`src/rtl/mem_arbiter_if.sv`:
```
// I/D request, memory bus and fill-return signals shared by the arbiter and its clients.
// slave = the arbiter itself, master = the requesters plus memory (as seen by a bench).
interface mem_arbiter_if;
  logic        i_req;
  logic [15:0] i_addr;
  logic        d_req;
  logic        d_we;
  logic [15:0] d_addr;
  logic [15:0] d_wdata;
  logic        mem_en;
  logic        mem_wr;
  logic [15:0] mem_addr;
  logic [15:0] mem_wdata;
  logic [15:0] mem_rdata;
  logic        mem_valid;
  logic        i_grant;
  logic        d_grant;
  logic        fill_valid;
  logic [2:0]  fill_word;
  logic [15:0] fill_data;
  logic        i_done;
  logic        d_done;

  modport slave (
    input  i_req, i_addr, d_req, d_we, d_addr, d_wdata, mem_rdata, mem_valid,
    output mem_en, mem_wr, mem_addr, mem_wdata, i_grant, d_grant,
           fill_valid, fill_word, fill_data, i_done, d_done
  );

  modport master (
    output i_req, i_addr, d_req, d_we, d_addr, d_wdata, mem_rdata, mem_valid,
    input  mem_en, mem_wr, mem_addr, mem_wdata, i_grant, d_grant,
           fill_valid, fill_word, fill_data, i_done, d_done
  );
endinterface

```
`src/rtl/mem_arbiter.sv`:
```
// Round-robin I/D arbiter for one memory port: 8-word line fills or single-word writes.
// Grant 1 cycle after request, fill done 13 cycles after grant; no backpressure, requests wait in IDLE.
module mem_arbiter #(
  parameter int MEM_LAT    = 4,
  parameter int LINE_WORDS = 8
) (
  input  logic          clk,
  input  logic          rst,
  mem_arbiter_if.slave  bus
);

  localparam logic [2:0] S_QUIET = 3'd0;
  localparam logic [2:0] S_IDLE  = 3'd1;
  localparam logic [2:0] S_FILL  = 3'd2;
  localparam logic [2:0] S_WRITE = 3'd3;
  localparam logic [2:0] S_DONE  = 3'd4;

  localparam int              DW         = (MEM_LAT > 1) ? $clog2(MEM_LAT) : 1;
  localparam logic [DW-1:0]   DRAIN_LAST = DW'(MEM_LAT - 1);
  localparam logic [2:0]      LAST_WORD  = 3'(LINE_WORDS - 1);

  logic [2:0]    state;
  logic [DW-1:0] drain_cnt;
  logic          last_d;     // 1 = D side was granted most recently
  logic          owner_d;
  logic          issuing;
  logic [2:0]    issue_cnt;
  logic [2:0]    ret_cnt;
  logic [11:0]   base;
  logic [15:0]   wr_addr;
  logic [15:0]   wr_data;

  logic any_req;
  logic pick_d;

  assign any_req = bus.i_req || bus.d_req;
  assign pick_d  = bus.d_req && (!bus.i_req || !last_d);

  always_ff @(posedge clk) begin
    if (rst) begin
      state     <= S_QUIET;
      drain_cnt <= '0;
      last_d    <= 1'b0;
      owner_d   <= 1'b0;
      issuing   <= 1'b0;
      issue_cnt <= '0;
      ret_cnt   <= '0;
      base      <= '0;
      wr_addr   <= '0;
      wr_data   <= '0;
    end else begin
      case (state)
        S_QUIET: begin
          // Reads issued before a reset may still return; wait them out.
          if (drain_cnt == DRAIN_LAST) begin
            state     <= S_IDLE;
            drain_cnt <= '0;
          end else begin
            drain_cnt <= drain_cnt + DW'(1);
          end
        end
        S_IDLE: begin
          if (any_req) begin
            owner_d   <= pick_d;
            last_d    <= pick_d;
            issue_cnt <= '0;
            ret_cnt   <= '0;
            if (pick_d && bus.d_we) begin
              state   <= S_WRITE;
              wr_addr <= bus.d_addr;
              wr_data <= bus.d_wdata;
            end else begin
              state   <= S_FILL;
              issuing <= 1'b1;
              base    <= pick_d ? bus.d_addr[15:4] : bus.i_addr[15:4];
            end
          end
        end
        S_FILL: begin
          if (issuing) begin
            if (issue_cnt == LAST_WORD) issuing <= 1'b0;
            else                        issue_cnt <= issue_cnt + 3'd1;
          end
          if (bus.mem_valid) begin
            if (ret_cnt == LAST_WORD) state <= S_DONE;
            else                      ret_cnt <= ret_cnt + 3'd1;
          end
        end
        S_WRITE: state <= S_DONE;
        S_DONE:  state <= S_IDLE;
        default: state <= S_QUIET;
      endcase
    end
  end

  // Outputs are forced low while rst is high, even before the reset edge lands.
  logic run, in_fill, issue_now, writing, busy, in_done;

  assign run       = !rst;
  assign in_fill   = run && (state == S_FILL);
  assign issue_now = in_fill && issuing;
  assign writing   = run && (state == S_WRITE);
  assign in_done   = run && (state == S_DONE);
  assign busy      = in_fill || writing || in_done;

  assign bus.mem_en     = issue_now || writing;
  assign bus.mem_wr     = writing;
  assign bus.mem_addr   = issue_now ? {base, issue_cnt, 1'b0} : (writing ? wr_addr : 16'h0000);
  assign bus.mem_wdata  = writing ? wr_data : 16'h0000;

  assign bus.fill_valid = in_fill && bus.mem_valid;
  assign bus.fill_word  = bus.fill_valid ? ret_cnt : 3'd0;
  assign bus.fill_data  = bus.fill_valid ? bus.mem_rdata : 16'h0000;

  assign bus.i_grant    = busy && !owner_d;
  assign bus.d_grant    = busy && owner_d;
  assign bus.i_done     = in_done && !owner_d;
  assign bus.d_done     = in_done && owner_d;

endmodule

```
`src/flat_wrapper.sv`:
```
// flat-port wrapper written by rule: the top's interface ports become plain ports
module mem_arbiter_flat 
#(
  parameter int MEM_LAT    = 4,
  parameter int LINE_WORDS = 8
)
  (clk, rst, bus_i_req, bus_i_addr, bus_d_req, bus_d_we, bus_d_addr, bus_d_wdata, bus_mem_rdata, bus_mem_valid, bus_mem_en, bus_mem_wr, bus_mem_addr, bus_mem_wdata, bus_i_grant, bus_d_grant, bus_fill_valid, bus_fill_word, bus_fill_data, bus_i_done, bus_d_done);
  mem_arbiter_if bus_i ();
  input  logic clk;
  input  logic rst;
  input wire logic [$bits(bus_i.i_req)-1:0] bus_i_req;
  input wire logic [$bits(bus_i.i_addr)-1:0] bus_i_addr;
  input wire logic [$bits(bus_i.d_req)-1:0] bus_d_req;
  input wire logic [$bits(bus_i.d_we)-1:0] bus_d_we;
  input wire logic [$bits(bus_i.d_addr)-1:0] bus_d_addr;
  input wire logic [$bits(bus_i.d_wdata)-1:0] bus_d_wdata;
  input wire logic [$bits(bus_i.mem_rdata)-1:0] bus_mem_rdata;
  input wire logic [$bits(bus_i.mem_valid)-1:0] bus_mem_valid;
  output wire logic [$bits(bus_i.mem_en)-1:0] bus_mem_en;
  output wire logic [$bits(bus_i.mem_wr)-1:0] bus_mem_wr;
  output wire logic [$bits(bus_i.mem_addr)-1:0] bus_mem_addr;
  output wire logic [$bits(bus_i.mem_wdata)-1:0] bus_mem_wdata;
  output wire logic [$bits(bus_i.i_grant)-1:0] bus_i_grant;
  output wire logic [$bits(bus_i.d_grant)-1:0] bus_d_grant;
  output wire logic [$bits(bus_i.fill_valid)-1:0] bus_fill_valid;
  output wire logic [$bits(bus_i.fill_word)-1:0] bus_fill_word;
  output wire logic [$bits(bus_i.fill_data)-1:0] bus_fill_data;
  output wire logic [$bits(bus_i.i_done)-1:0] bus_i_done;
  output wire logic [$bits(bus_i.d_done)-1:0] bus_d_done;
  assign bus_i.i_req = bus_i_req;
  assign bus_i.i_addr = bus_i_addr;
  assign bus_i.d_req = bus_d_req;
  assign bus_i.d_we = bus_d_we;
  assign bus_i.d_addr = bus_d_addr;
  assign bus_i.d_wdata = bus_d_wdata;
  assign bus_i.mem_rdata = bus_mem_rdata;
  assign bus_i.mem_valid = bus_mem_valid;
  assign bus_mem_en = bus_i.mem_en;
  assign bus_mem_wr = bus_i.mem_wr;
  assign bus_mem_addr = bus_i.mem_addr;
  assign bus_mem_wdata = bus_i.mem_wdata;
  assign bus_i_grant = bus_i.i_grant;
  assign bus_d_grant = bus_i.d_grant;
  assign bus_fill_valid = bus_i.fill_valid;
  assign bus_fill_word = bus_i.fill_word;
  assign bus_fill_data = bus_i.fill_data;
  assign bus_i_done = bus_i.i_done;
  assign bus_d_done = bus_i.d_done;
  mem_arbiter #(.MEM_LAT(MEM_LAT), .LINE_WORDS(LINE_WORDS)) u_core (.clk(clk), .rst(rst), .bus(bus_i));
endmodule
```
`config.mk`:
```
export PLATFORM = sky130hd
export DESIGN_NAME = mem_arbiter_flat
export DESIGN_NICKNAME = d
export VERILOG_FILES = /design/src/rtl/mem_arbiter_if.sv /design/src/rtl/mem_arbiter.sv /design/src/flat_wrapper.sv
export SDC_FILE = /design/constraint.sdc
export NUM_CORES = 1
export LEC_CHECK = 0
export CAP_MARGIN = 20
export CELL_PAD_IN_SITES_DETAIL_PLACEMENT = 1
export CELL_PAD_IN_SITES_GLOBAL_PLACEMENT = 1
export CORE_MARGIN = 3
export CORE_UTILIZATION = 25
export DETAILED_ROUTE_END_ITERATION = 7
export DONT_BUFFER_PORTS = 1
export GPL_TIMING_DRIVEN = 0
export PLACE_DENSITY_LB_ADDON = 0.1
export SYNTH_ARGS = -nofsm -noshare
export SYNTH_HDL_FRONTEND = slang
export SYNTH_SLANG_ARGS = --single-unit
export TNS_END_PERCENT = 100
```
`constraint.sdc`:
```
create_clock -name clk -period 4.4 [get_ports clk]
set_input_delay 0.88 -clock clk [delete_from_list [all_inputs] [get_ports clk]]
set_output_delay 0.88 -clock clk [all_outputs]
set_load 0.02 [all_outputs]
```
==> Word level (Yosys, flattened, before mapping) <==
Cells that the tools add are included.
{ "word_totals": {"register_bits": 57, "out_inout_bits": 58, "word_cells": 81, "in_bits": 70} }
{ "classes": {"n_eq_ne": 15, "add_sub_neg": 3, "reduce_logical": 28, "bitwise": 1, "n_mux": 25} }
{ "op_table": {"columns": ["cell", "n"], "rows": [
  ["$mux W16", 4],
  ["$mux W3", 10],
  ["$pmux W3 S5", 1],
  ["$mux W12", 1],
  ["$pmux W3 S2", 2],
  ["$reduce_and A4 Y1", 3],
  ["$logic_and A1 B1 Y1", 11],
  ["$eq A3 B3 Y1 const B", 3],
  ["$reduce_and A3 Y1", 3],
  ["$ne A2 B1 Y1 const B", 4],
  ["$ne A2 B2 Y1 const B", 4],
  ["$add A3 B1 Y3 const B", 2],
  ["$eq A3 B2 Y1 const B", 2],
  ["$logic_or A1 B1 Y1", 5],
  ["$mux W1", 5],
  ["$eq A3 B1 Y1 const B", 1],
  ["$logic_not A1 Y1", 3],
  ["$logic_not A3 Y1", 1],
  ["$add A2 B1 Y2 const B", 1],
  ["$eq A2 B2 Y1 const B", 1],
  ["$mux W2", 1],
  ["$pmux W1 S2", 1],
  ["$reduce_and A2 Y1", 1],
  ["$reduce_bool A2 Y1", 1],
  ["$not A1 Y1", 1]
]} }

==> Depth between registers and ports, before layout <==
Gate-level depths: netlist of the first run.
{ "logic_depth": {"depth_word": 7, "ltp_mapped": 7, "mapped_depth_nobuf": 6} }

==> Worst setup path after synthesis of the first run <==
OpenSTA, ideal clock, no wires.
{ "synth_path": {"kind": "input -> output", "startpoint": "input port rst", "endpoint": "output port bus_mem_addr[0]", "path_slack_ns": 1.664, "arrival_time_ns": 1.856, "cell_stages": 3, "n_path_buf": 1, "required_ns": 3.520, "cell_sequence": "nor4b_2 -> buf_2 -> and2_1"} }
{ "synth_between": {"elab_chain_cells": 4, "elab_cells_between_ends": 6} }
{ "synth_rtl": {"columns": ["element", "line_no", "source"], "rows": [
  ["start, declared", "flat_wrapper.sv:10", "input logic rst;"],
  ["$logic_not A1 Y1", "mem_arbiter.sv:99", "assign run = !rst;"],
  ["$logic_and A1 B1 Y1", "mem_arbiter.sv:102", "assign writing = run && (state == S_WRITE);"],
  ["via bus_mem_wr", "flat_wrapper.sv:20", "output wire logic [$bits(bus_i.mem_wr)-1:0] bus_mem_wr;"],
  ["$mux W16 (2 in series)", "mem_arbiter.sv:108", "assign bus.mem_addr = issue_now ? {base, issue_cnt, 1'b0} : (writing ? wr_addr : 16'h0000);"],
  ["end, declared", "flat_wrapper.sv:21", "output wire logic [$bits(bus_i.mem_addr)-1:0] bus_mem_addr;"]
]} }
The timed path passes the listed nets, and every way through them passes these cells.

==> Worst setup path after layout of the first run <==
{ "layout_path": {"startpoint": "input port rst", "endpoint": "output port bus_mem_addr[14]"} }
{ "layout_between": {"elab_chain_cells": 4, "elab_cells_between_ends": 6} }
{ "layout_rtl": {"columns": ["element", "line_no"], "rows": [
  ["$logic_not A1 Y1 (*)", "mem_arbiter.sv:99"],
  ["$logic_and A1 B1 Y1, on equally long branches", "mem_arbiter.sv:102, mem_arbiter.sv:100"],
  ["$mux W16 or $logic_and A1 B1 Y1 (tied branches)", "mem_arbiter.sv:108, mem_arbiter.sv:101"],
  ["$mux W16 (*)", "mem_arbiter.sv:108"]
]} }
Every way passes the cells marked *; elsewhere a longest branch is shown, timed or not.

==> flow_summary_export.csv, run 1 <==
group,metric,value,unit
logic_synthesis,async_flop_share,0,
logic_synthesis,yosysWarnings,0,
worst_hold_path,holdCritPathClass,"flop to flop",
clocking,cts_buffer_depth,2,
route,initialDrtViolationCount,69,
power,peakVddDrop,0.211,mV
global_routing,antenna_found_initial,0,
clocking,h-tree-depth,3,
setup_path,critPathKind,"input port to output port",
logic_synthesis,syn_inst,347,
clocking,worstSkewPairLatency,330,ps
status,status,"completed",
timing,final_max_slew_viol_count,0,
timing,min_period_over_period,0.723,
global_routing,grt_pass1_wl,14600,um
timing,tightest_slew,736,ps
timing,finClkSkew,5.38,ps
logic_synthesis,synth_nets,422,
layout,antennaDiodeCount,0,
placement,dpl_cell_area,0.00304,mm2
timing,hold_viol,0,
setup_path,cp_slowest_cell,"nor4b_2",
setup_path,worstSetupStartpointType,"input port",
job,maxCapViolCount,0,
logic_synthesis,synth_area_leaders,"dfxtp_1 (40%), nand2_1 (9.4%), a21oi_1 (9.1%), mux2i_1 (7.0%), a22o_1 (4.9%)",
logic_synthesis,synth_adder_area_share,0.0218,
logic_synthesis,synth.top_cells.by_count,"nand2_1 (72), dfxtp_1 (57), a21oi_1 (52), and3_1 (20), mux2i_1 (20)",
logic_synthesis,synthSimpleGateAreaFrac,0.265,
power,p_leak,1.28,nW
layout,fin_nets,433,
setup_path,cpLargestDelayFamily,"simple AND/OR/NAND/NOR gates",
logic_synthesis,synth_most_common_cell,"nand2_1",
floorplan,boundaryPins,128,
route,dr.pass1.iters,4,
global_routing,grt_overflow,0,
placement,placed_cells,487,
timing,setup_violations,0,
global_routing,grt_max_degree,11,
global_routing,grt_util_all_layers,0.148,
clocking,postCtsHoldBufs,0,
logic_synthesis,synth_top_area_frac,0.398,
logic_synthesis,avgSynthCellArea,8.26,um2
floorplan,dieArea,0.0128,mm2
logic_synthesis,synthDistinctLibCells,31,
route,drtAntennaViolNets,0,
clocking,cts_root_buf,"clkbuf_16",
route,drc,0,
logic_synthesis,synth.mux.area_fraction,0.0698,
clocking,tritoncts,"done",
placement,dpl.hpwl,7060,um
setup_path,cp_cell_sequence,"nor4b_2, clkbuf_1, a22o_1",
logic_synthesis,synth_top_family_by_area,"simple AND/OR/NAND/NOR gates",
clocking,cts_made_buffers,9,
placement,place.gp.congestion,0.710,
route,routed_via_density,4.98,
layout,postLayoutCoreUtil,0.307,
logic_synthesis,synth_edf_count,0,
logic_synthesis,netlist_area,0.00287,mm2
layout,area_growth,18.1,%
route,routedWlPerCell,18.8,um
logic_synthesis,yosysSeqAreaShare,0.398,
logic_synthesis,synth_ff_type,"dfxtp_1",
setup_path,required,3520,ps
logic_synthesis,synth-xor-area-share,0,
floorplan,die_height,113,um
setup_path,worstSetupEndpointType,"output port",
logic_synthesis,synth-seq-cells,57,
floorplan,core-area,0.0110,mm2
clocking,clk_pin_slew,50,ps
floorplan,start_util,0.260,
timing,grt_setup_unrepaired,"false",
layout,design_area,0.00339,mm2
logic_synthesis,synth_compound_area_frac,0.185,
layout,instances_no_fill,503,
logic_synthesis,yosysTopAreaCell,"dfxtp_1",
clocking,cts.sinks,57,
floorplan,die_w,113,um
floorplan,num_rows,38,
setup_path,rrSetupSlack,2610,ps
route,num_vias,2503,
setup_path,max_stage_delay,650,ps
placement,io_buffer_count,0,
timing,fin_tns_setup,0,ps
route,wirelength,9460,um
timing,slew_headroom,0.508,
layout,drive_gt1_frac,0.102,
timing,post-route-min-period,3180,ps
timing,max_freq,314,MHz
setup_path,cp.buffers_inverters,1,
global_routing,grt_pass1_vias,2573,
setup_path,cp.arrival,2300,ps
clocking,postCtsSetupBuffers,0,
clocking,ctsResizeCount,0,
power,pwr_density_cell,519,mW/mm2
setup_path,worst-path-max-fanout,10,
==> placed cells by master, fill, tap and decap left out, types with 4 or more instances in the layout <==
cell type / count
buf_2: 8
clkbuf_1: 12
nand2b_1: 10
ha_1: 5
and3_1: 20
nor2_1: 8
mux2i_1: 20
nor3_1: 7
a22o_1: 16
buf_4: 4
nand2_1: 72
buf_6: 4
dfxtp_1: 57
clkbuf_16: 9
a21oi_1: 52
a211oi_1: 13
and2_1: 19
==> cell families (layout without fill, tap and decap cells) <==
| group | count (synthesis) | in the layout |
|---|---|---|
| and+or+nand+nor | 149 | 149 |
| AOI/OAI and AO/OA | 85 | 85 |
| muxes | 20 | 20 |
| adders and majority gates | 5 | 5 |
| DFF | 57 | 57 |
| buffers and inverters | 31 | 47 |
==> worst min-delay path: cells and delay by family (launching register included) <==
family / cells / cell delay, ps
compound gates: 1 / 50
flops: 1 / 300
simple gates: 1 / 50
==> metal layers <==
metal,wire (um),share of wire,vias to the layer above,global-route usage
met2,4600,0.49,66,0.242
met1,4170,0.44,1196,0.186
met4,91,0.0096,0,0.0401
li1,-,-,1229,-
met5,0,0,-,0
met3,597,0.063,12,0.0508
==> final timing paths <==
check | from | to | cells after the start
hold / removal | u_core.wr_addr[0] | u_core.wr_addr[0] | 2
setup / recovery | rst | bus_mem_addr[14] | 3
setup reg to reg | u_core.state[1] | u_core.wr_data[1] | 6
hold reg to reg | u_core.wr_addr[0] | u_core.wr_addr[0] | 2
==> final cells by class <==
type                    count  area [um2]
clock inverters             6         105
fillers                  1315        7640
well taps                 140         175
flip-flops and latches     57        1140
multi-input cells         259        1560
plain buffers              29         164
inverters                   2        7.51
clock buffers              10         239
==> per-stage QoR <==
step                      hold WS [ps]  setup WS, ps  total power, mW
after floorplan                    432          1660            0.878
after global placement             437          1080            0.953
after detailed placement           448          1130            0.963
after CTS                          456          1120             1.78
after global routing               477          1020             1.86
final                              451          1220             1.76
==> state kept, by name (all words and copies together), names as in the netlist, 2 cells and up <==
name              count
u_core.ret_cnt        3
u_core.wr_data       16
u_core.issue_cnt      3
u_core.drain_cnt      2
u_core.wr_addr       16
u_core.base          12
u_core.state          3
==> where the power goes <==
| group | internal [mW] | leakage [nW] | total [mW] | switching (mW) |
|---|---|---|---|---|
| logic | 0.131 | 0.647 | 0.342 | 0.211 |
| clock network | 0.565 | 0.172 | 0.811 | 0.247 |
| registers | 0.573 | 0.461 | 0.605 | 0.0326 |
No activity file was read; power rests on OpenSTA's default activity.
==> run 2, diff against run 1 <==
Clock period 4.4 ns to 2.7 ns, I/O delays scaled along.
==> run 2 against run 1 <==
- worst hold slack worse by 130 ps
- combinational power is 67% higher
- critical path depth is 1 higher
- core utilization is 0.29 points higher
- count of clock-buffer cells in the layout stayed put
- largest power group unchanged
==> flow_summary_export.csv, run 2 (synthesis results as in run 1) <==
group,metric,value,unit
layout,fin_nets,436,
route,drtAntennaViolNets,0,
layout,final_common_cell,"nand2_1",
timing,finClkSkew,4.82,ps
setup_path,cp.arrival,1990,ps
placement,place.gp.congestion,0.710,
floorplan,core-area,0.0110,mm2
clocking,cts_buffer_depth,2,
layout,postLayoutCoreUtil,0.310,
setup_path,worstSetupStartpointType,"flop",
route,routedWlPerCell,18.8,um
route,dr.pass1.iters,6,
placement,dpl.hpwl,7060,um
timing,slew_headroom,0.574,
layout,reg_top3,"u_core.wr_addr x16, u_core.wr_data x16, u_core.base x12",
global_routing,grt_overflow,0,
timing,min_period_over_period,0.939,
timing,final_max_slew_viol_count,0,
setup_path,cp_cell_sequence,"buf_4, nor4b_4, buf_2, a22o_1",
clocking,cts_made_buffers,9,
timing,grt_setup_unrepaired,"false",
global_routing,grt_pass1_vias,2568,
power,p_leak,1.30,nW
route,wirelength,9510,um
timing,max_freq,395,MHz
power,peakVddDrop,0.327,mV
layout,drive_gt1_frac,0.112,
clocking,worstSkewPairLatency,330,ps
route,routed_via_density,4.96,
floorplan,num_rows,38,
setup_path,worstSetupEndpointType,"output port",
power,power,2.88,mW
clocking,cts_root_buf,"clkbuf_16",
global_routing,grt_max_degree,11,
worst_hold_path,holdCritPathClass,"input port to flop",
setup_path,critPathKind,"flop to output port",
global_routing,grt_util_all_layers,0.148,
route,drc,0,
status,status,"completed",
timing,post-route-min-period,2530,ps
timing,tightest_slew,634,ps
power,pwr_density_cell,842,mW/mm2
clocking,cts.sinks,57,
floorplan,start_util,0.260,
timing,setup_violations,0,
clocking,h-tree-depth,3,
timing,fin_tns_setup,0,ps
setup_path,worst-path-max-fanout,10,
route,num_vias,2508,
placement,io_buffer_count,0,
layout,antennaDiodeCount,0,
layout,layout_common_cells,"nand2_1 (72), dfxtp_1 (57), a21oi_1 (52)",
route,initialDrtViolationCount,80,
setup_path,cp_slowest_cell,"nor4b_4",
floorplan,boundaryPins,128,
clocking,tritoncts,"done",
clocking,clk_pin_slew,50,ps
floorplan,dieArea,0.0128,mm2
global_routing,antenna_found_initial,0,
timing,hold_viol,0,
setup_path,required,2160,ps
floorplan,die_height,113,um
global_routing,grt_pass1_wl,14600,um
floorplan,die_w,113,um
setup_path,max_stage_delay,450,ps
layout,area_growth,19.2,%
job,maxCapViolCount,0,
[run 2: cell types whose count changed in the layout (fill, tap and decap cells not counted)]
cell      delta
buf_4        +3
nor4b_4      +1
nor4b_2      -1
clkbuf_2     +1
clkbuf_1     -1
[run 2: stage by stage]
stage	hold slack (ps)	cells	setup WS [ps]	cell area [um2]
floorplan	432	347	644	2870
global placement	437	487	61.2	3040
detailed placement	448	487	106	3040
CTS	314	503	9.93	3400
global route	323	506	14.0	3420
finish	321	506	166	3420
[run 2: final cells by class]
cell class / instances / area (um2)
plain buffers: 29 / 165
clock buffers: 10 / 239
clock inverters: 6 / 105
fillers: 1318 / 7610
inverters: 2 / 7.51
multi-input cells: 259 / 1560
flip-flops and latches: 57 / 1140
well taps: 140 / 175
repair buffers: 3 / 22.5
[run 2: worst max-delay path: cells and delay by family (launching register included)]
kind | cells | cell delay [ps]
AOI/OAI and AO/OA | 1 | 340
buffers and inverters | 2 | 550
DFF | 1 | 320
and+or+nand+nor | 1 | 450
[run 2: final timing paths]
| check | startpoint | to | slack [ps] | cells past startpoint |
|---|---|---|---|---|
| setup reg to reg | u_core.state[1] | u_core.wr_data[1] | 910 | 6 |
| hold / removal | bus_i_req | u_core.last_d | 320 | 1 |
| hold reg to reg | u_core.wr_addr[0] | u_core.wr_addr[0] | 450 | 2 |
| setup / recovery | u_core.state[0] | bus_mem_addr[5] | 170 | 4 |
[run 2: routing by layer]
layer / wire length [um] / track usage / vias up
li1: - / - / 1232
met1: 4210 / 0.187 / 1202
met2: 4640 / 0.242 / 63
met3: 576 / 0.0508 / 11
met4: 95 / 0.0401 / 0
met5: 0 / 0 / -
[run 2: what timing repair did]
action	4_1_cts	5_1_grt
hold buffers	0	0
resized for setup	1	2
cloned	0	0
setup buffers	0	3
endpoints found under the hold margin	0	0
endpoints found under the setup margin	29	18
pin swaps	1	1
[run 2: power breakdown]
part           leakage, nW  internal (mW)  switching, mW  total, mW
combinational        0.668          0.222          0.349      0.571
clock                0.172          0.920          0.401       1.32
sequential           0.461          0.933         0.0530      0.986
total                 1.30           2.08          0.803       2.88
==> run 3, diff against run 2 <==
Settings changed: GPL_TIMING_DRIVEN 0 to default.
==> run 3 against run 2 <==
- final cell count decreased by 3.8%
- die area is the same
- non-clock buffer count is 19 lower
- register-to-register slack worse by 200 ps
==> flow_summary_export.csv, run 3 (synthesis results as in run 1) <==
group,metric,value,unit
status,status,"completed",
floorplan,core-area,0.0110,mm2
power,internal_power,2.02,mW
route,num_vias,2417,
setup_path,critPathKind,"flop to output port",
timing,hold_viol,0,
route,routed_via_density,4.96,
global_routing,met2_usage,0.212,
setup_path,worstSetupEndpointType,"output port",
layout,antennaDiodeCount,0,
timing,final_max_slew_viol_count,0,
global_routing,grt_pass1_wl,13600,um
route,routedWlPerCell,17.8,um
setup_path,rr_startpoint,"u_core.state[2]",
clocking,cts_made_buffers,9,
worst_hold_path,hp-start,"rst",
layout,final_common_cell,"nand2_1",
floorplan,start_util,0.260,
setup_path,rrSetupSlack,710,ps
clocking,clk_pin_slew,50,ps
timing,setup_violations,0,
timing,finClkSkew,9.29,ps
job,maxCapViolCount,0,
layout,fin_nets,417,
floorplan,boundaryPins,128,
setup_path,cp.buffers_inverters,2,
clocking,tritoncts,"done",
setup_path,max_stage_delay,450,ps
layout,layout_common_cells,"nand2_1 (72), dfxtp_1 (56), a21oi_1 (52)",
timing,grt_setup_unrepaired,"false",
floorplan,num_rows,38,
global_routing,grtUsageMet3,0.0631,
route,drtAntennaViolNets,0,
route,drc,0,
route,initialDrtViolationCount,100,
power,p_switching,0.763,mW
worst_hold_path,min_to,"u_core.drain_cnt[0]",
layout,fillers,1293,
timing,min_period_over_period,0.900,
placement,dpl.hpwl,5830,um
timing,slew_headroom,0.649,
setup_path,cp.arrival,1890,ps
route,wirelength,8660,um
placement,io_buffer_count,0,
layout,drive_gt1_frac,0.101,
clocking,postCtsHoldBufs,0,
floorplan,dieArea,0.0128,mm2
worst_hold_path,holdPathStages,1,
setup_path,cpLargestDelayFamily,"flip-flops",
power,peakVddDrop,0.398,mV
setup_path,worst-path-max-fanout,11,
global_routing,grt_util_all_layers,0.136,
layout,design_area,0.00334,mm2
worst_hold_path,holdCritPathClass,"input port to flop",
clocking,worstSkewPairLatency,330,ps
timing,tightest_slew,525,ps
clocking,cts_root_buf,"clkbuf_16",
floorplan,die_w,113,um
setup_path,worstSetupStartpointType,"flop",
setup_path,cp_slowest_cell,"dfxtp_2",
setup_path,required,2160,ps
clocking,cts.sinks,57,
placement,dpl_cell_area,0.00300,mm2
global_routing,antenna_found_initial,0,
power,switching_share,0.274,
layout,reg_top3,"u_core.wr_addr x16, u_core.wr_data x16, u_core.base x12",
global_routing,gr-usage-met1,0.171,
global_routing,grt_overflow,0,
power,pwr-share-clk,0.460,
global_routing,busiest_layer,"met2",
setup_path,cp_cell_sequence,"inv_1, nor4_4, and2_0, buf_4, a22o_1",
global_routing,grt_max_degree,63,
setup_path,rr_endpoint,"u_core.wr_addr[14]",
route,dr.pass1.iters,4,
clocking,h-tree-depth,3,
power,power,2.78,mW
global_routing,grt_pass1_vias,2471,
power,power_frac_comb,0.174,
power,p_leak,1.24,nW
timing,post-route-min-period,2430,ps
timing,fin_tns_setup,0,ps
clocking,cts_buffer_depth,2,
layout,area_growth,16.4,%
timing,max_freq,411,MHz
power,pwr_density_cell,833,mW/mm2
placement,place.gp.congestion,0.675,
setup_path,rr_worst_depth,6,
power,pwr-share-seq,0.366,
floorplan,die_height,113,um
## run 3: area by class of cell
type	count	area, um2	area share
Clock buffer	12	267	0.0798
Clock inverter	4	73.8	0.0221
Inverter	2	7.51	0.00225
Multi-Input combinational cell	259	1560	0.468
Sequential cell	57	1140	0.342
Tap cell	140	175	0.0525
Timing Repair Buffer	13	110	0.0330
## run 3: how the worst max path moves through the flow
stage,to,cells after the start,startpoint
final,bus_mem_addr[5],5,u_core.state[1]
after global routing,bus_mem_addr[4],5,u_core.state[1]
after CTS,bus_mem_addr[4],5,u_core.state[1]
after detailed placement,bus_mem_addr[4],5,u_core.state[1]
after global placement,bus_mem_addr[4],5,u_core.state[1]
after floorplan,bus_mem_addr[0],3,rst
## run 3: timing repair
| action | in CTS | in global routing |
|---|---|---|
| setup endpoints to repair | 0 | 35 |
| resized for setup | 0 | 1 |
| setup buffers | 0 | 0 |
## run 3: power groups by stage
| stage | clock (mW) | combinational (mW) | sequential, mW |
|---|---|---|---|
| CTS | 1.33 | 0.497 | 1.02 |
| finish | 1.28 | 0.483 | 1.02 |
| global route | 1.36 | 0.555 | 1.04 |
| detailed placement | 0 | 0.497 | 1.04 |
| global placement | 0 | 0.486 | 1.03 |
| floorplan | 0 | 0.442 | 0.988 |
## run 3: metrics by stage
stage / hold slack (ps) / util / cells / setup slack, ps
global placement: 432 / 0.272 / 471 / 430
floorplan: 432 / - / 347 / 644
detailed placement: 436 / 0.272 / 471 / 397
finish: 279 / 0.303 / 487 / 269
CTS: 260 / 0.303 / 487 / 27.2
global route: 255 / 0.303 / 487 / 96.7
## run 3: layer usage
layer | routed length (um) | vias up | part of all wire
li1 | - | 1195 | -
met1 | 3810 | 1150 | 0.44
met2 | 4130 | 65 | 0.48
met3 | 639 | 7 | 0.074
met4 | 83 | 0 | 0.0096
met5 | 0 | - | 0
